<file path="src/rtl/ram_controller_if.sv">
// Request/response channel between the datapath MAR/MDR transfer logic and ram_controller.
interface ram_controller_if #(
    parameter int unsigned ADDR_WIDTH = 9,
    parameter int unsigned DATA_WIDTH = 32
);
    logic                  req_valid;
    logic                  req_ready;
    logic                  req_write;
    logic [ADDR_WIDTH-1:0] req_addr;
    logic [DATA_WIDTH-1:0] req_wdata;
    logic                  resp_valid;
    logic                  resp_ready;
    logic                  resp_write;
    logic [DATA_WIDTH-1:0] resp_rdata;
    logic                  resp_err;

    // Requester side: issues requests, consumes responses.
    modport master (
        output req_valid, req_write, req_addr, req_wdata, resp_ready,
        input  req_ready, resp_valid, resp_write, resp_rdata, resp_err
    );

    // Controller side: accepts requests, produces responses.
    modport slave (
        input  req_valid, req_write, req_addr, req_wdata, resp_ready,
        output req_ready, resp_valid, resp_write, resp_rdata, resp_err
    );
endinterface

</file>
<file path="src/rtl/ram_controller.sv">
// CPU-side initiator for the single-port synchronous RAM: one request at a time,
// absorbs the RAM's registered-read latency, returns results on a held response.
// Optional write-verify readback enabled by defining RAM_CTRL_WRITE_VERIFY_EN.
module ram_controller #(
    parameter int unsigned ADDR_WIDTH = 9,
    parameter int unsigned DATA_WIDTH = 32
) (
    input  logic                  clk,
    input  logic                  clear,
    ram_controller_if.slave       bus,
    output logic [ADDR_WIDTH-1:0] ram_addr,
    output logic [DATA_WIDTH-1:0] ram_wdata,
    output logic                  ram_we,
    input  logic [DATA_WIDTH-1:0] ram_rdata
);

    typedef enum logic [2:0] {
        IDLE  = 3'd0,
        WRITE = 3'd1,
        RADDR = 3'd2,
        RDATA = 3'd3,
        RESP  = 3'd4
`ifdef RAM_CTRL_WRITE_VERIFY_EN
        ,
        VADDR = 3'd5,
        VDATA = 3'd6
`endif
    } state_t;

    state_t                state;
    state_t                state_d;
    logic [ADDR_WIDTH-1:0] mar;
    logic [ADDR_WIDTH-1:0] mar_d;
    logic [DATA_WIDTH-1:0] mdr;
    logic [DATA_WIDTH-1:0] mdr_d;
    logic                  is_write;
    logic                  is_write_d;
`ifdef RAM_CTRL_WRITE_VERIFY_EN
    logic                  err;
    logic                  err_d;
`endif

    // State register.
    always_ff @(posedge clk or negedge clear) begin
        if (!clear) begin
            state <= IDLE;
        end else begin
            state <= state_d;
        end
    end

    // MAR/MDR/type (and verify error) registers.
    always_ff @(posedge clk or negedge clear) begin
        if (!clear) begin
            mar      <= '0;
            mdr      <= '0;
            is_write <= 1'b0;
`ifdef RAM_CTRL_WRITE_VERIFY_EN
            err      <= 1'b0;
`endif
        end else begin
            mar      <= mar_d;
            mdr      <= mdr_d;
            is_write <= is_write_d;
`ifdef RAM_CTRL_WRITE_VERIFY_EN
            err      <= err_d;
`endif
        end
    end

    // Next-state, register updates and state-decoded strobes.
    always_comb begin
        state_d       = state;
        mar_d         = mar;
        mdr_d         = mdr;
        is_write_d    = is_write;
`ifdef RAM_CTRL_WRITE_VERIFY_EN
        err_d         = err;
`endif
        ram_we        = 1'b0;
        bus.req_ready = 1'b0;
        bus.resp_valid = 1'b0;

        case (state)
            IDLE: begin
                bus.req_ready = 1'b1;
                if (bus.req_valid) begin
                    mar_d      = bus.req_addr;
                    mdr_d      = bus.req_wdata;
                    is_write_d = bus.req_write;
`ifdef RAM_CTRL_WRITE_VERIFY_EN
                    err_d      = 1'b0;
`endif
                    state_d    = bus.req_write ? WRITE : RADDR;
                end
            end
            WRITE: begin
                // RAM commits MDR at MAR on the edge closing this cycle.
                ram_we = 1'b1;
`ifdef RAM_CTRL_WRITE_VERIFY_EN
                state_d = VADDR;
`else
                state_d = RESP;
`endif
            end
            RADDR: begin
                // RAM registers MAR as its read address on the closing edge.
                state_d = RDATA;
            end
            RDATA: begin
                mdr_d   = ram_rdata;
                state_d = RESP;
            end
`ifdef RAM_CTRL_WRITE_VERIFY_EN
            VADDR: begin
                state_d = VDATA;
            end
            VDATA: begin
                // MDR still holds the written word here, compare before replacing it.
                err_d   = (ram_rdata != mdr);
                mdr_d   = ram_rdata;
                state_d = RESP;
            end
`endif
            RESP: begin
                bus.resp_valid = 1'b1;
                if (bus.resp_ready) begin
                    state_d = IDLE;
                end
            end
            default: begin
                state_d = IDLE;
            end
        endcase
    end

    // RAM pins mirror MAR/MDR directly so the bus holds still in IDLE.
    assign ram_addr       = mar;
    assign ram_wdata      = mdr;

    // Response payload comes straight from the registers and is stable while held.
    assign bus.resp_rdata = mdr;
    assign bus.resp_write = is_write;
`ifdef RAM_CTRL_WRITE_VERIFY_EN
    assign bus.resp_err   = err;
`else
    assign bus.resp_err   = 1'b0;
`endif

endmodule

</file>
<file path="src/flat_wrapper.sv">
// flat-port wrapper written by rule: the top's interface ports become plain ports
module ram_controller_flat 
#(
    parameter int unsigned ADDR_WIDTH = 9,
    parameter int unsigned DATA_WIDTH = 32
)
  (clk, clear, ram_addr, ram_wdata, ram_we, ram_rdata, bus_req_valid, bus_req_write, bus_req_addr, bus_req_wdata, bus_resp_ready, bus_req_ready, bus_resp_valid, bus_resp_write, bus_resp_rdata, bus_resp_err);
  ram_controller_if #(.ADDR_WIDTH(ADDR_WIDTH), .DATA_WIDTH(DATA_WIDTH)) bus_i ();
  input  logic clk;
  input  logic clear;
  output logic [ADDR_WIDTH-1:0] ram_addr;
  output logic [DATA_WIDTH-1:0] ram_wdata;
  output logic ram_we;
  input  logic [DATA_WIDTH-1:0] ram_rdata;
  input wire logic [$bits(bus_i.req_valid)-1:0] bus_req_valid;
  input wire logic [$bits(bus_i.req_write)-1:0] bus_req_write;
  input wire logic [$bits(bus_i.req_addr)-1:0] bus_req_addr;
  input wire logic [$bits(bus_i.req_wdata)-1:0] bus_req_wdata;
  input wire logic [$bits(bus_i.resp_ready)-1:0] bus_resp_ready;
  output wire logic [$bits(bus_i.req_ready)-1:0] bus_req_ready;
  output wire logic [$bits(bus_i.resp_valid)-1:0] bus_resp_valid;
  output wire logic [$bits(bus_i.resp_write)-1:0] bus_resp_write;
  output wire logic [$bits(bus_i.resp_rdata)-1:0] bus_resp_rdata;
  output wire logic [$bits(bus_i.resp_err)-1:0] bus_resp_err;
  assign bus_i.req_valid = bus_req_valid;
  assign bus_i.req_write = bus_req_write;
  assign bus_i.req_addr = bus_req_addr;
  assign bus_i.req_wdata = bus_req_wdata;
  assign bus_i.resp_ready = bus_resp_ready;
  assign bus_req_ready = bus_i.req_ready;
  assign bus_resp_valid = bus_i.resp_valid;
  assign bus_resp_write = bus_i.resp_write;
  assign bus_resp_rdata = bus_i.resp_rdata;
  assign bus_resp_err = bus_i.resp_err;
  ram_controller #(.ADDR_WIDTH(ADDR_WIDTH), .DATA_WIDTH(DATA_WIDTH)) u_core (.clk(clk), .clear(clear), .bus(bus_i), .ram_addr(ram_addr), .ram_wdata(ram_wdata), .ram_we(ram_we), .ram_rdata(ram_rdata));
endmodule
</file>
<file path="config.mk">
export PLATFORM = sky130hd
export DESIGN_NAME = ram_controller_flat
export DESIGN_NICKNAME = d
export VERILOG_FILES = /design/src/rtl/ram_controller_if.sv /design/src/rtl/ram_controller.sv /design/src/flat_wrapper.sv
export SDC_FILE = /design/constraint.sdc
export NUM_CORES = 1
export LEC_CHECK = 0
export ABC_AREA = 1
export CORE_ASPECT_RATIO = 1.5
export CORE_MARGIN = 2
export CORE_UTILIZATION = 41
export CTS_CLUSTER_SIZE = 25
export DETAILED_ROUTE_END_ITERATION = 12
export PLACE_DENSITY = 0.87
export SETUP_SLACK_MARGIN = 0.3
export SYNTH_ARGS = -nofsm -noshare
export SYNTH_HDL_FRONTEND = slang
export SYNTH_SLANG_ARGS = --single-unit
</file>
<file path="constraint.sdc">
create_clock -name clk -period 2.6 [get_ports clk]
set_input_delay 0.26 -clock clk [delete_from_list [all_inputs] [get_ports clk]]
set_output_delay 0.26 -clock clk [all_outputs]
set_load 0.02 [all_outputs]
</file>
==> results of run 1 <==
[power by group through the flow]
stage                     Combinational [W]  Sequential [W]  Clock, W
after detailed placement            0.00300         0.00134         0
after floorplan                     0.00155         0.00164         0
after CTS                           0.00300         0.00133  0.000486
final                               0.00297         0.00133  0.000464
after global placement              0.00294         0.00132         0
after global routing                0.00318         0.00138  0.000519
[worst min path at each step]
stage	startpoint	endpoint	slack, ns	cells past startpoint
after CTS	clear	u_core.bus.resp_rdata[12]$_DFFE_PN0P_	0.16	1
final	clear	u_core.ram_addr[3]$_DFFE_PN0P_	0.12	1
after global routing	clear	u_core.ram_addr[3]$_DFFE_PN0P_	0.21	1
after global placement	clear	u_core.ram_addr[3]$_DFFE_PN0P_	0.47	1
after floorplan	clear	u_core.bus.resp_rdata[0]$_DFFE_PN0P_	-0.04	0
after detailed placement	u_core.ram_addr[2]$_DFFE_PN0P_	u_core.ram_addr[2]$_DFFE_PN0P_	0.47	2
[synthesized netlist by cell type]
library cell,number
sky130_fd_sc_hd__nand2_1,139
sky130_fd_sc_hd__dfrtp_1,45
sky130_fd_sc_hd__buf_4,37
sky130_fd_sc_hd__nand4_1,33
sky130_fd_sc_hd__nand3_1,32
sky130_fd_sc_hd__inv_1,13
sky130_fd_sc_hd__o21ai_0,13
sky130_fd_sc_hd__clkbuf_1,10
sky130_fd_sc_hd__buf_2,8
sky130_fd_sc_hd__buf_6,4
sky130_fd_sc_hd__nor3_1,3
sky130_fd_sc_hd__nand3_2,2
sky130_fd_sc_hd__nor2_1,2
sky130_fd_sc_hd__conb_1,1
sky130_fd_sc_hd__inv_2,1
sky130_fd_sc_hd__nand2_2,1
sky130_fd_sc_hd__nand3b_1,1
sky130_fd_sc_hd__nor2_4,1
[sequential cells by signal, indices dropped and copies added, names as in the netlist]
register and cells:
u_core.bus.resp_rdata 32, u_core.bus.resp_write 1, u_core.ram_addr 9, u_core.state 3
[layout by cell type (no fill, tap or decap), types with 2 or more instances in the layout]
cell                              Yosys  layout
sky130_fd_sc_hd__clkdlybuf4s50_1      0     153
sky130_fd_sc_hd__nand2_1            139     139
sky130_fd_sc_hd__dfrtp_1             45      45
sky130_fd_sc_hd__nand4_1             33      33
sky130_fd_sc_hd__nand3_1             32      32
sky130_fd_sc_hd__inv_1               13      13
sky130_fd_sc_hd__o21ai_0             13      13
sky130_fd_sc_hd__buf_4               37       8
sky130_fd_sc_hd__clkbuf_8             0       7
sky130_fd_sc_hd__nor3_1               3       3
sky130_fd_sc_hd__nand3_2              2       2
sky130_fd_sc_hd__nor2_1               2       2
[layout make-up]
type                    count  area share
clock buffers               7      0.0241
clock inverters             1     0.00125
inverters                  14      0.0132
multi-input cells         228       0.257
flip-flops and latches     45       0.282
well taps                  74      0.0232
repair buffers            162       0.400
[logic make-up (layout without fill, tap and decap cells)]
group                  after synthesis  in the layout  synth area share
buffers and inverters               73            184             0.174
DFF                                 45             45             0.432
AOI/OAI and AO/OA                   13             13            0.0250
other                                1              1           0.00144
and+or+nand+nor                    214            214             0.367
[per-layer routing]
metal	up-vias	track usage	routed length, um
li1	1302	-	-
met1	1222	0.224	2750
met2	101	0.375	3890
met3	14	0.0498	403
met4	0	0.0769	169
met5	-	0	0
[stage by stage]
step | setup slack, ns | instances | cell area (sq um) | util
4_1_cts | 0.432 | 531 | 3990 | 0.651
3_3_place_gp | 0.813 | 523 | 3890 | 0.635
6_report | 0.472 | 531 | 3990 | 0.651
3_5_place_dp | 0.766 | 523 | 3890 | 0.635
5_1_grt | 0.316 | 531 | 3990 | 0.651
2_1_floorplan | 1.12 | 346 | 2600 | -
[critical path, delay by kind of cell (launching register included)]
family	cells	cell delay [ns]
buf+inv	2	0.89
flops	1	0.49
simple gates	1	0.21
==> results summary, run 1 <==
The run finished with clean final reports. The time the final worst path needs with I/O delays and setup is 2.13 ns. The count of TritonRoute iterations in the first routing pass came out at 4. The area added between synthesis and finish is 53.4%. Setup repair after global routing left no endpoint under its margin. The switching power as a share of total power is 0.448. For the pin with the worst max-slew slack, the measured transition is 0.971 ns.

The average footprint of a synthesized cell came out at 7.53 sq um. The number of nets produced by synthesis came out at 424. Once detailed placement completed, the half-perimeter wirelength came to 5340 um.

The share of the yosys chip area belonging to registers came out at 0.432. The routed design has 7210 um of wire. The slack of the worst reg-to-reg path came out at 0.77 ns. Of all nets on the critical path, the largest fanout is 16. The slowest stage of the critical path belongs to the cell sky130_fd_sc_hd__clkdlybuf4s50_1. In this run the cell area of the synthesized design comes to 2600 sq um. The number of rows in the core area is 35. The global-route wire length before repair is 11600 um. The number of vias per cell after detailed routing is 4.97. The share of synthesized area in the top cell type comes to 0.432. The register share of total power came out at 0.279.

The tightest min-delay check is of the input pin to async pin type. The total CTS buffers is 5. The post-synthesis cell count came out at 346. The critical path goes through buf_4 > nor3_1 > clkdlybuf4s50_1.

The tool flagged a number of max-cap violations equal to 0. Of the total power, combinational logic draws 0.623. The clock tree synthesis step divided the H-tree into 2 levels. The most area-hungry cell type in the Yosys netlist is sky130_fd_sc_hd__dfrtp_1. The maximum buffer depth of the clock tree is 2. The total power consumption of the routed design is 0.00476 W.

For this run, the number of Yosys warnings is 0. The analysis attributes to cell leakage a power of 1.92 nW. Entering global routing, the biggest net connects 53 pins.

The starting utilization of the core area came out at 0.425. The tree is rooted in a sky130_fd_sc_hd__clkbuf_8. The sequential cell area in the final layout came out at 1130 sq um. The number of hold buffers added after cts came out at 0. The ratio of cells with drive above 1 in the final layout is 0.0481. The period utilization came out at 0.819. The number of I/O port buffers is 154. The count of fill cells added during filler insertion came out at 548. In this run, distinct cell masters in the synthesized netlist total 18. By area the synthesized netlist is led by sky130_fd_sc_hd__dfrtp_1 (43%), sky130_fd_sc_hd__nand2_1 (20%), sky130_fd_sc_hd__buf_4 (11%). The number of buffers inserted to repair setup after CTS came out at 0. The detail route stage leaves a number of antenna-violating nets equal to 0. The clock network fraction of design power is 0.097. The peak clock frequency supported by timing is 470 MHz. The clock insertion delay at the later pin of the skew report is 0.28 ns.

The TritonCTS sink count is 45. The number of remaining DRC errors is 0. The areal power density over the cells is 1190 nW/um^2.

Tracing the worst setup path back leads to its startpoint at u_core.state[0]$_DFFE_PN0P_. The number of antenna violations at the first check in global routing came out at 0. The switching power is 0.00214 W. The tightest slew margin relative to the limit came out at 0.353. The largest stage delay on the critical path is 0.65 ns.

The post-CTS clock slew at the launch and capture registers of the worst setup and hold paths is 0.08 ns. In this run the critical register-to-register path is captured at u_core.bus.resp_rdata[19]$_DFFE_PN0P_. TritonCTS built the clock tree.

The sum of negative setup slack is 0 ns. In this run the critical register-to-register path is launched from u_core.state[2]$_DFFE_PN0P_. After detailed routing, the average wire length per cell comes to 13.6 um.

The endpoint arrival time on the critical path is 1.87 ns. The I/O pin total came out at 156. The number of global-route vias before repair is 2530.

The logic depth of the worst register-to-register path is 6. The congestion estimate from routability-driven global placement came to 0.833. The worst ir drop on vdd is 0.838 mV. The global router's overall resource usage is 0.203. The floorplan die width came out at 69.1 um. The cell-internal power came out at 0.00263 W. In this run, synthesis produced a sequential element count of 45. The clock arrives with 0.00658 ns of skew. The final hold violation count came out at 0. The type of element launching the critical path is a flop. The total overflow left after global routing is 0. The critical path capture point type is a primary output. The number of antenna cells inserted came out at 0.

The first routing iteration left 100 violations. The count of final setup violators came out at 0. The tightest hold margin is 0.122 ns. Following the worst setup path forward leads to its endpoint at bus_req_ready. The die extent in y came out at 102 um.

The data required time of the worst path is 2.34 ns. The total area of multi-input combinational cells is 1020 sq um. The final number of max-transition violations is 0. The total die area is 7020 sq um. The critical path start-end classification is flop to primary output. The area inside the core boundary came out at 6130 sq um. The vias after detailed routing came out at 2639. In the final design database the tool counted 534 nets. The number of instances resized during post-cts repair came out at 0.
(Power assumes the default switching activity.)
==> inputs of run 2 (changes only) <==
--- a/config.mk
+++ b/config.mk
@@ -8,10 +8,10 @@
 export ABC_AREA = 1
 export CORE_ASPECT_RATIO = 1.5
 export CORE_MARGIN = 2
-export CORE_UTILIZATION = 41
+export CORE_UTILIZATION = 38
 export CTS_CLUSTER_SIZE = 25
 export DETAILED_ROUTE_END_ITERATION = 12
-export PLACE_DENSITY = 0.87
+export PLACE_DENSITY = 0.81
 export SETUP_SLACK_MARGIN = 0.3
 export SYNTH_ARGS = -nofsm -noshare
 export SYNTH_HDL_FRONTEND = slang
==> constraint.sdc (replaced) <==
create_clock -name clk -period 2 [get_ports clk]
set_input_delay 0.2 -clock clk [delete_from_list [all_inputs] [get_ports clk]]
set_output_delay 0.2 -clock clk [all_outputs]
set_load 0.02 [all_outputs]
==> run 2 against run 1 <==
Net effect: the flow now finishes with violations (hold timing); sequential power grew 30%; first-iteration DRC count grew 82%; utilization shrank 5.6 points; clock skew is essentially flat; non-clock buffer count grew 1; sequential cell count is the same; combinational power grew 31%; clock power grew 30%; critical path type unchanged; critical endpoint unchanged; highest routed layer unchanged.
==> results summary, run 2 (same netlist as run 1, synthesis figures left out) <==
The I/O pin total is 156 (unchanged). The number of cells on the critical path is 2 (was 3). Most frequent cells in the layout: sky130_fd_sc_hd__clkdlybuf4s50_1 (150), sky130_fd_sc_hd__nand2_1 (139), sky130_fd_sc_hd__dfrtp_1 (42) (was sky130_fd_sc_hd__clkdlybuf4s50_1 (153), sky130_fd_sc_hd__nand2_1 (139), sky130_fd_sc_hd__dfrtp_1 (45)). The maximum level of the CTS H-tree came out at 2 (unchanged).

The number of rows in the core area came to 37 (was 35). The number of vias per cell after detailed routing is 4.95 (was 4.97). The post-route clock skew is 0.00617 ns (was 0.00658 ns).

The tightest hold margin came to -0.0204 ns (was 0.122 ns). The floorplan die width came out at 71.6 um (was 69.1 um). The endpoint arrival time on the critical path came out at 1.39 ns (was 1.87 ns). The detailed-routing wirelength on met1 is 2950 um (was 2750 um). The number of global-route vias before repair was 2607 (was 2530). The initial detailed-routing violation count is 182 (was 100). The kind of cell adding the most delay to the critical path was flip-flops (was buffers and inverters). The worst ir drop on vdd is 0.816 mV (was 0.838 mV). The starting utilization of the core area came out at 0.385 (was 0.425). The total wire length after detailed routing is 7440 um (was 7210 um).

The maximum buffer depth of the clock tree is 2 (unchanged). The number of antenna violations at the first check in global routing came out at 0 (unchanged). The count of TritonRoute iterations in the first routing pass came out at 6 (was 4). The area added between synthesis and finish came to 54.7% (was 53.4%). The number of antenna cells inserted was 0 (unchanged). The post-CTS clock slew at the launch and capture registers of the worst setup and hold paths came out at 0.08 ns (about the same).

The final cell area excluding filler cells came out at 4030 sq um (was 3990 sq um). The TritonCTS clock tree is built (unchanged). The flip-flop count of the largest register after layout came out at 32 (unchanged).

Unrepaired setup endpoints after global routing: no (unchanged). The final routed wire length divided by cell count came to 13.9 um (was 13.6 um). The highest routed metal layer is met4 (unchanged). The die extent in y is 105 um (was 102 um). The TritonCTS sink count is 45 (unchanged). The critical path start-end classification is flop to primary output (unchanged). The count of final setup violators was 0 (unchanged). The clock insertion delay at the later pin of the skew report came to 0.29 ns (was 0.28 ns). The vias after detailed routing came out at 2651 (was 2639).

The cell-internal power is 0.00342 W (was 0.00263 W). The logic depth of the worst register-to-register path is 5 (was 6). The peak clock frequency supported by timing came out at 628 MHz.

The final number of max-transition violations is 0 (unchanged). The switching power came out at 0.00279 W (was 0.00214 W). The ratio of cells with drive above 1 in the final layout was 0.0568 (was 0.0481). The total die area is 7540 sq um (was 7020 sq um). The biggest fanout along the worst timing path was 14 (was 16). The number of nets in the layout came to 535 (was 534). Result of the run: finished with violations (was finished, final reports clean). The pin count of the biggest net entering global routing came out at 65 (was 53). The type of element launching the critical path was a flop (unchanged). Dividing the final minimum period by the clock period gives 0.796. The data required time of the worst path is 1.80 ns (was 2.34 ns).

The tightest slew margin relative to the limit is 0.616 (was 0.353). The most common library cell in the layout ignoring fill and taps is sky130_fd_sc_hd__clkdlybuf4s50_1 (unchanged). The max-capacitance violation count came out at 0 (unchanged). The areal power density over the cells came out at 1540 nW/um^2 (was 1190 nW/um^2). The count of buffer and inverter cells on the critical path is 1 (was 2). The clock network fraction of design power is 0.098 (was 0.097). The global router's overall resource usage was 0.201 (was 0.203). The final reports fail on hold timing. The largest stage delay on the critical path came to 0.50 ns (was 0.65 ns). The root buffer cell is sky130_fd_sc_hd__clkbuf_8 (unchanged).

The met3 layer wire length in the routed design is 464 um (was 403 um). The pin slew with the least headroom to its limit came out at 0.576 ns (was 0.971 ns). The sum of negative setup slack is 0 ns (unchanged). The routability congestion estimate from global placement is 0.798 (was 0.833). The number of I/O port buffers is 154 (unchanged).

The highest-delay cell along the critical path is sky130_fd_sc_hd__dfrtp_2 (was sky130_fd_sc_hd__clkdlybuf4s50_1). The leakage component of the power came out at 1.95 nW (was 1.92 nW). The area inside the core boundary was 6760 sq um (was 6130 sq um). The count of fill cells added during filler insertion came to 618 (was 548). The global-route wire length before repair is 12400 um (was 11600 um). The register share of total power is 0.278 (was 0.279). The share of power burned in combinational logic is 0.624 (was 0.623).

The routed length on met2 is 3940 um (was 3890 um). The path category of the worst min-delay check was input pin to async pin (unchanged). The total CTS buffers was 5 (unchanged). The instance area after placement was 3900 sq um (was 3890 sq um). The post-detailed-route count of antenna-violating nets is 0 (unchanged).

The final global-route overflow total came to 0 (unchanged). The placed wire-length estimate is 5290 um (was 5340 um). The critical path capture point type is a primary output (unchanged).

The switching power as a share of total power is 0.449 (was 0.448). The final hold violation count came to 11 (was 0). The number of remaining DRC errors came out at 0 (unchanged).

The routed design could run at a clock period as short as 1.59 ns. Critical path, cell by cell: nor3_1 > dlygate4sd2_1 (was buf_4 > nor3_1 > clkdlybuf4s50_1).
==> run 2: cell count changes in the layout (fill, tap and decap cells not counted) <==
cell	change
sky130_fd_sc_hd__clkdlybuf4s50_1	-3
sky130_fd_sc_hd__nand2_2	-1
sky130_fd_sc_hd__nand2_4	+1
sky130_fd_sc_hd__dlymetal6s2s_1	+1
sky130_fd_sc_hd__dfrtp_2	+3
sky130_fd_sc_hd__dfrtp_1	-3
sky130_fd_sc_hd__buf_12	+1
sky130_fd_sc_hd__dlygate4sd2_1	+2
==> run 2: repair_timing <==
action	4_1_cts	5_1_grt
gates cloned	0	0
hold buffers	0	0
setup endpoints to repair	35	33
setup buffers	2	0
resized for setup	5	2
==> run 2: final cells by class <==
class                           instances  area [sq um]  share of cell area
Clock buffer                            7          96.3              0.0239
Clock inverter                          1          5.00             0.00124
Inverter                               14          52.6              0.0130
Multi-Input combinational cell        228          1030               0.256
Sequential cell                        45          1130               0.281
Tap cell                               78          97.6              0.0242
Timing Repair Buffer                  163          1620               0.401
==> run 2: layer usage <==
metal | vias to the layer above | GRT usage
met3 | 8 | 0.0430
li1 | 1304 | -
met1 | 1242 | 0.239
met4 | 0 | 0.0512
met2 | 97 | 0.360
met5 | - | 0
==> run 2: path summary, 6_finish.rpt <==
kind | startpoint | end | slack [ns]
max | u_core.state[1]$_DFFE_PN0P_ | bus_req_ready | 0.41
min | clear | u_core.bus.resp_rdata[18]$_DFFE_PN0P_ | -0.02
max reg2reg | u_core.state[1]$_DFFE_PN0P_ | u_core.bus.resp_rdata[29]$_DFFE_PN0P_ | 0.48
min reg2reg | u_core.bus.resp_write$_DFFE_PN0P_ | u_core.bus.resp_write$_DFFE_PN0P_ | 0.49
max in group asynchronous | clear | u_core.state[2]$_DFFE_PN0P_ | 1.59
min in group clk | bus_req_addr[7] | u_core.ram_addr[7]$_DFFE_PN0P_ | 0.46
==> run 2: power groups by stage <==
stage	clock network (W)	logic (W)	registers, W
2_1_floorplan	0	0.00202	0.00214
3_3_place_gp	0	0.00379	0.00173
3_5_place_dp	0	0.00387	0.00176
4_1_cts	0.000629	0.00391	0.00173
5_1_grt	0.000673	0.00419	0.00179
6_report	0.000605	0.00388	0.00173
==> run 2: metrics by stage <==
step / total power, W / setup WS (ns) / util / std cells / hold slack, ns
after CTS: 0.00627 / 0.151 / 0.595 / 536 / 0.00462
after global routing: 0.00665 / 0.318 / 0.596 / 536 / 0.0326
after detailed placement: 0.00563 / 0.249 / 0.577 / 526 / 0.323
after floorplan: 0.00416 / 0.578 / - / 346 / -0.0956
final: 0.00621 / 0.409 / 0.596 / 536 / -0.0204
after global placement: 0.00553 / 0.297 / 0.577 / 526 / 0.315
==> inputs of run 3 (changes only) <==
==> constraint.sdc (replaced) <==
create_clock -name clk -period 1.5 [get_ports clk]
set_input_delay 0.15 -clock clk [delete_from_list [all_inputs] [get_ports clk]]
set_output_delay 0.15 -clock clk [all_outputs]
set_load 0.02 [all_outputs]
==> run 3 against run 2 <==
Net effect: the run now ends clean; non-clock buffer count grew 32; clock-buffer cell count grew 1; sequential power grew 34%; cell area grew 18%; die area is the same; utilization grew 11 points.
==> results summary, run 3 (same netlist as run 1, synthesis figures left out) <==
The critical path launch point is u_core.state[0]$_DFFE_PN0P_ (was u_core.state[1]$_DFFE_PN0P_). The end of the worst register-to-register path was u_core.bus.resp_rdata[28]$_DFFE_PN0P_ (was u_core.bus.resp_rdata[29]$_DFFE_PN0P_). The max-capacitance violation count was 0 (unchanged). The share of power burned in combinational logic is 0.680 (was 0.624).

The number of remaining DRC errors came out at 0 (unchanged). The TritonCTS sink count was 45 (unchanged). The switching power came out at 0.00443 W (was 0.00279 W). The final number of max-transition violations was 0 (unchanged).

The slack of the worst reg-to-reg path is 0.02 ns (was 0.48 ns). The starting utilization of the core area is 0.385 (unchanged). The post-route clock skew came out at 0.00826 ns (was 0.00617 ns). The post-detailed-route count of antenna-violating nets came to 0 (unchanged). The endpoint arrival time on the critical path is 1.71 ns (was 1.39 ns).

The global router's overall resource usage was 0.235 (was 0.201). The final global-route overflow total is 0 (unchanged). The final routed wire length divided by cell count came out at 15.7 um (was 13.9 um). The die extent in y came out at 105 um (unchanged).

The TritonCTS clock tree was built (unchanged). The initial detailed-routing violation count was 180 (was 182). The root buffer cell was sky130_fd_sc_hd__clkbuf_8 (unchanged). The biggest fanout along the worst timing path came to 5 (was 14). The type of element launching the critical path was a flop (unchanged). The data required time of the worst path came out at 1.73 ns (was 1.80 ns).

The vias after detailed routing is 2863 (was 2651). The path category of the worst min-delay check was input pin to async pin (unchanged). The register share of total power was 0.241 (was 0.278). The number of rows in the core area came to 37 (unchanged).

The leakage component of the power is 2.44 nW (was 1.95 nW). The critical path capture point type is a flop (was primary output). The number of vias per cell after detailed routing came out at 5.04 (was 4.95). The number of global-route vias before repair came out at 2858 (was 2607). The area inside the core boundary came out at 6760 sq um (unchanged). The total die area is 7540 sq um (unchanged).

The maximum buffer depth of the clock tree came out at 2 (unchanged). The number of antenna cells inserted is 0 (unchanged). The reg-to-reg critical path startpoint is u_core.state[0]$_DFFE_PN0P_ (was u_core.state[1]$_DFFE_PN0P_). The logic depth of the worst register-to-register path came to 9 (was 5). The I/O pin total is 156 (unchanged). The worst ir drop on vdd came out at 1.21 mV (was 0.816 mV). The number of I/O port buffers was 154 (unchanged). The count of final setup violators came out at 0 (unchanged). The tightest slew margin relative to the limit is 0.632 (was 0.616).

The tightest hold margin is 0.374 ns (was -0.0204 ns). The most common library cell in the layout ignoring fill and taps was sky130_fd_sc_hd__nand2_1 (was sky130_fd_sc_hd__clkdlybuf4s50_1). The switching power as a share of total power came out at 0.461 (was 0.449). Derived from the worst setup path, the maximum achievable clock frequency is 675 MHz.

The areal power density over the cells was 2020 nW/um^2 (was 1540 nW/um^2). The total CTS buffers is 5 (unchanged). Result of the run: finished, final reports clean (was finished with violations). The routability congestion estimate from global placement is 0.800 (was 0.798).

Most frequent cells in the layout: sky130_fd_sc_hd__nand2_1 (97), sky130_fd_sc_hd__clkdlybuf4s50_1 (76), sky130_fd_sc_hd__dfrtp_1 (42) (was sky130_fd_sc_hd__clkdlybuf4s50_1 (150), sky130_fd_sc_hd__nand2_1 (139), sky130_fd_sc_hd__dfrtp_1 (42)). Unrepaired setup endpoints after global routing: yes (was no). The final hold violation count came out at 0 (was 11).

The worst setup path endpoint is u_core.bus.resp_rdata[28]$_DFFE_PN0P_ (was bus_req_ready). The total wire length after detailed routing came out at 8900 um (was 7440 um). Dividing the final minimum period by the clock period gives 0.987. The global-route wire length before repair is 14000 um (was 12400 um). The floorplan die width is 71.6 um (unchanged). For the finished layout, the period the worst path requires is 1.48 ns. The area added between synthesis and finish is 82.7% (was 54.7%). The clock insertion delay at the later pin of the skew report was 0.29 ns (about the same). The share of the core filled with cells in the final layout is 0.704 (was 0.596). The pin count of the biggest net entering global routing was 25 (was 65). The critical path start-end classification is flop to flop (was flop to primary output). The pin slew with the least headroom to its limit came out at 0.552 ns (was 0.576 ns). The flip-flop count of the largest register after layout was 32 (unchanged).

The post-CTS clock slew at the launch and capture registers of the worst setup and hold paths is 0.08 ns (about the same). The number of nets in the layout came out at 567 (was 535). The count of TritonRoute iterations in the first routing pass is 4 (was 6).

The cell-internal power came out at 0.00519 W (was 0.00342 W). The ratio of cells with drive above 1 in the final layout is 0.245 (was 0.0568). The clock network fraction of design power is 0.079 (was 0.098). The placed wire-length estimate is 5590 um (was 5290 um). The maximum level of the CTS H-tree is 2 (unchanged). The number of antenna violations at the first check in global routing came to 0 (unchanged).
==> run 3: cell count changes in the layout (fill, tap and decap cells not counted), sizes merged, moves of 14 or more <==
| cell | before | now |
|---|---|---|
| buf | 10 | 40 |
| clkdlybuf4s15 | 0 | 34 |
| clkbuf | 7 | 21 |
| dlygate4sd2 | 2 | 30 |
| clkdlybuf4s50 | 150 | 76 |
==> run 3: final cells by class <==
type / instances / area [sq um]
fill: 544 / 2000
inverter: 14 / 55.1
sequential: 45 / 1130
clock buffer: 8 / 90.1
tap: 78 / 97.6
timing repair buffer: 195 / 2120
multi-input combinational: 228 / 1270
==> run 3: worst min-delay path by stage <==
stage,slack (ns),startpoint,endpoint
finish,0.37,clear,u_core.ram_addr[8]$_DFFE_PN0P_
global route,0.41,bus_req_addr[0],u_core.ram_addr[0]$_DFFE_PN0P_
CTS,0.39,clear,u_core.ram_addr[3]$_DFFE_PN0P_
detailed placement,0.17,clear,u_core.ram_addr[5]$_DFFE_PN0P_
global placement,0.15,clear,u_core.ram_addr[4]$_DFFE_PN0P_
floorplan,-0.15,clear,u_core.bus.resp_rdata[0]$_DFFE_PN0P_
==> run 3: power groups by stage <==
stage,logic [W],registers [W],clock network [W]
after global routing,0.00697,0.00238,0.000835
after floorplan,0.00275,0.00286,0
after detailed placement,0.00539,0.00233,0
final,0.00654,0.00232,0.000759
after global placement,0.00528,0.00229,0
after CTS,0.00593,0.00229,0.000787
==> run 3: metal layers <==
layer | wire length [um] | global-route usage
met3 | 486 | 0.0354
met4 | 155 | 0.0836
met1 | 3160 | 0.260
met2 | 5090 | 0.442
met5 | 0 | 0
==> run 3: timing repair <==
item,CTS,global route
endpoints found under the hold margin,22,0
buffers inserted,13,4
pin swaps,16,10
resized for setup,144,98
cloned,7,3
setup endpoints to repair,119,90
hold buffers,1,0
==> run 3: worst max-delay path, cell delays in order (launching register included) <==
cell and delay (ns):
sky130_fd_sc_hd__dfrtp_2 0.46, sky130_fd_sc_hd__buf_12 0.14, sky130_fd_sc_hd__nor2_4 0.10, sky130_fd_sc_hd__nand3_4 0.12, sky130_fd_sc_hd__buf_12 0.15, sky130_fd_sc_hd__nand2_8 0.08, sky130_fd_sc_hd__buf_12 0.12, sky130_fd_sc_hd__clkbuf_16 0.14
sky130_fd_sc_hd__nand2_1 0.05, sky130_fd_sc_hd__nand2_1 0.05
==> run 3: through the flow <==
stage                     TNS, ns  power, W  setup slack, ns  instances  cell area (sq um)
final                           0   0.00961           0.0194        568               4760
after global routing       -0.661    0.0102          -0.0409        568               4760
after CTS                       0   0.00901           0.0320        561               4490
after detailed placement   -0.201   0.00772          -0.0274        532               3990
after global placement          0   0.00757           0.0152        532               3990
after floorplan                 0   0.00560            0.269        346               2630
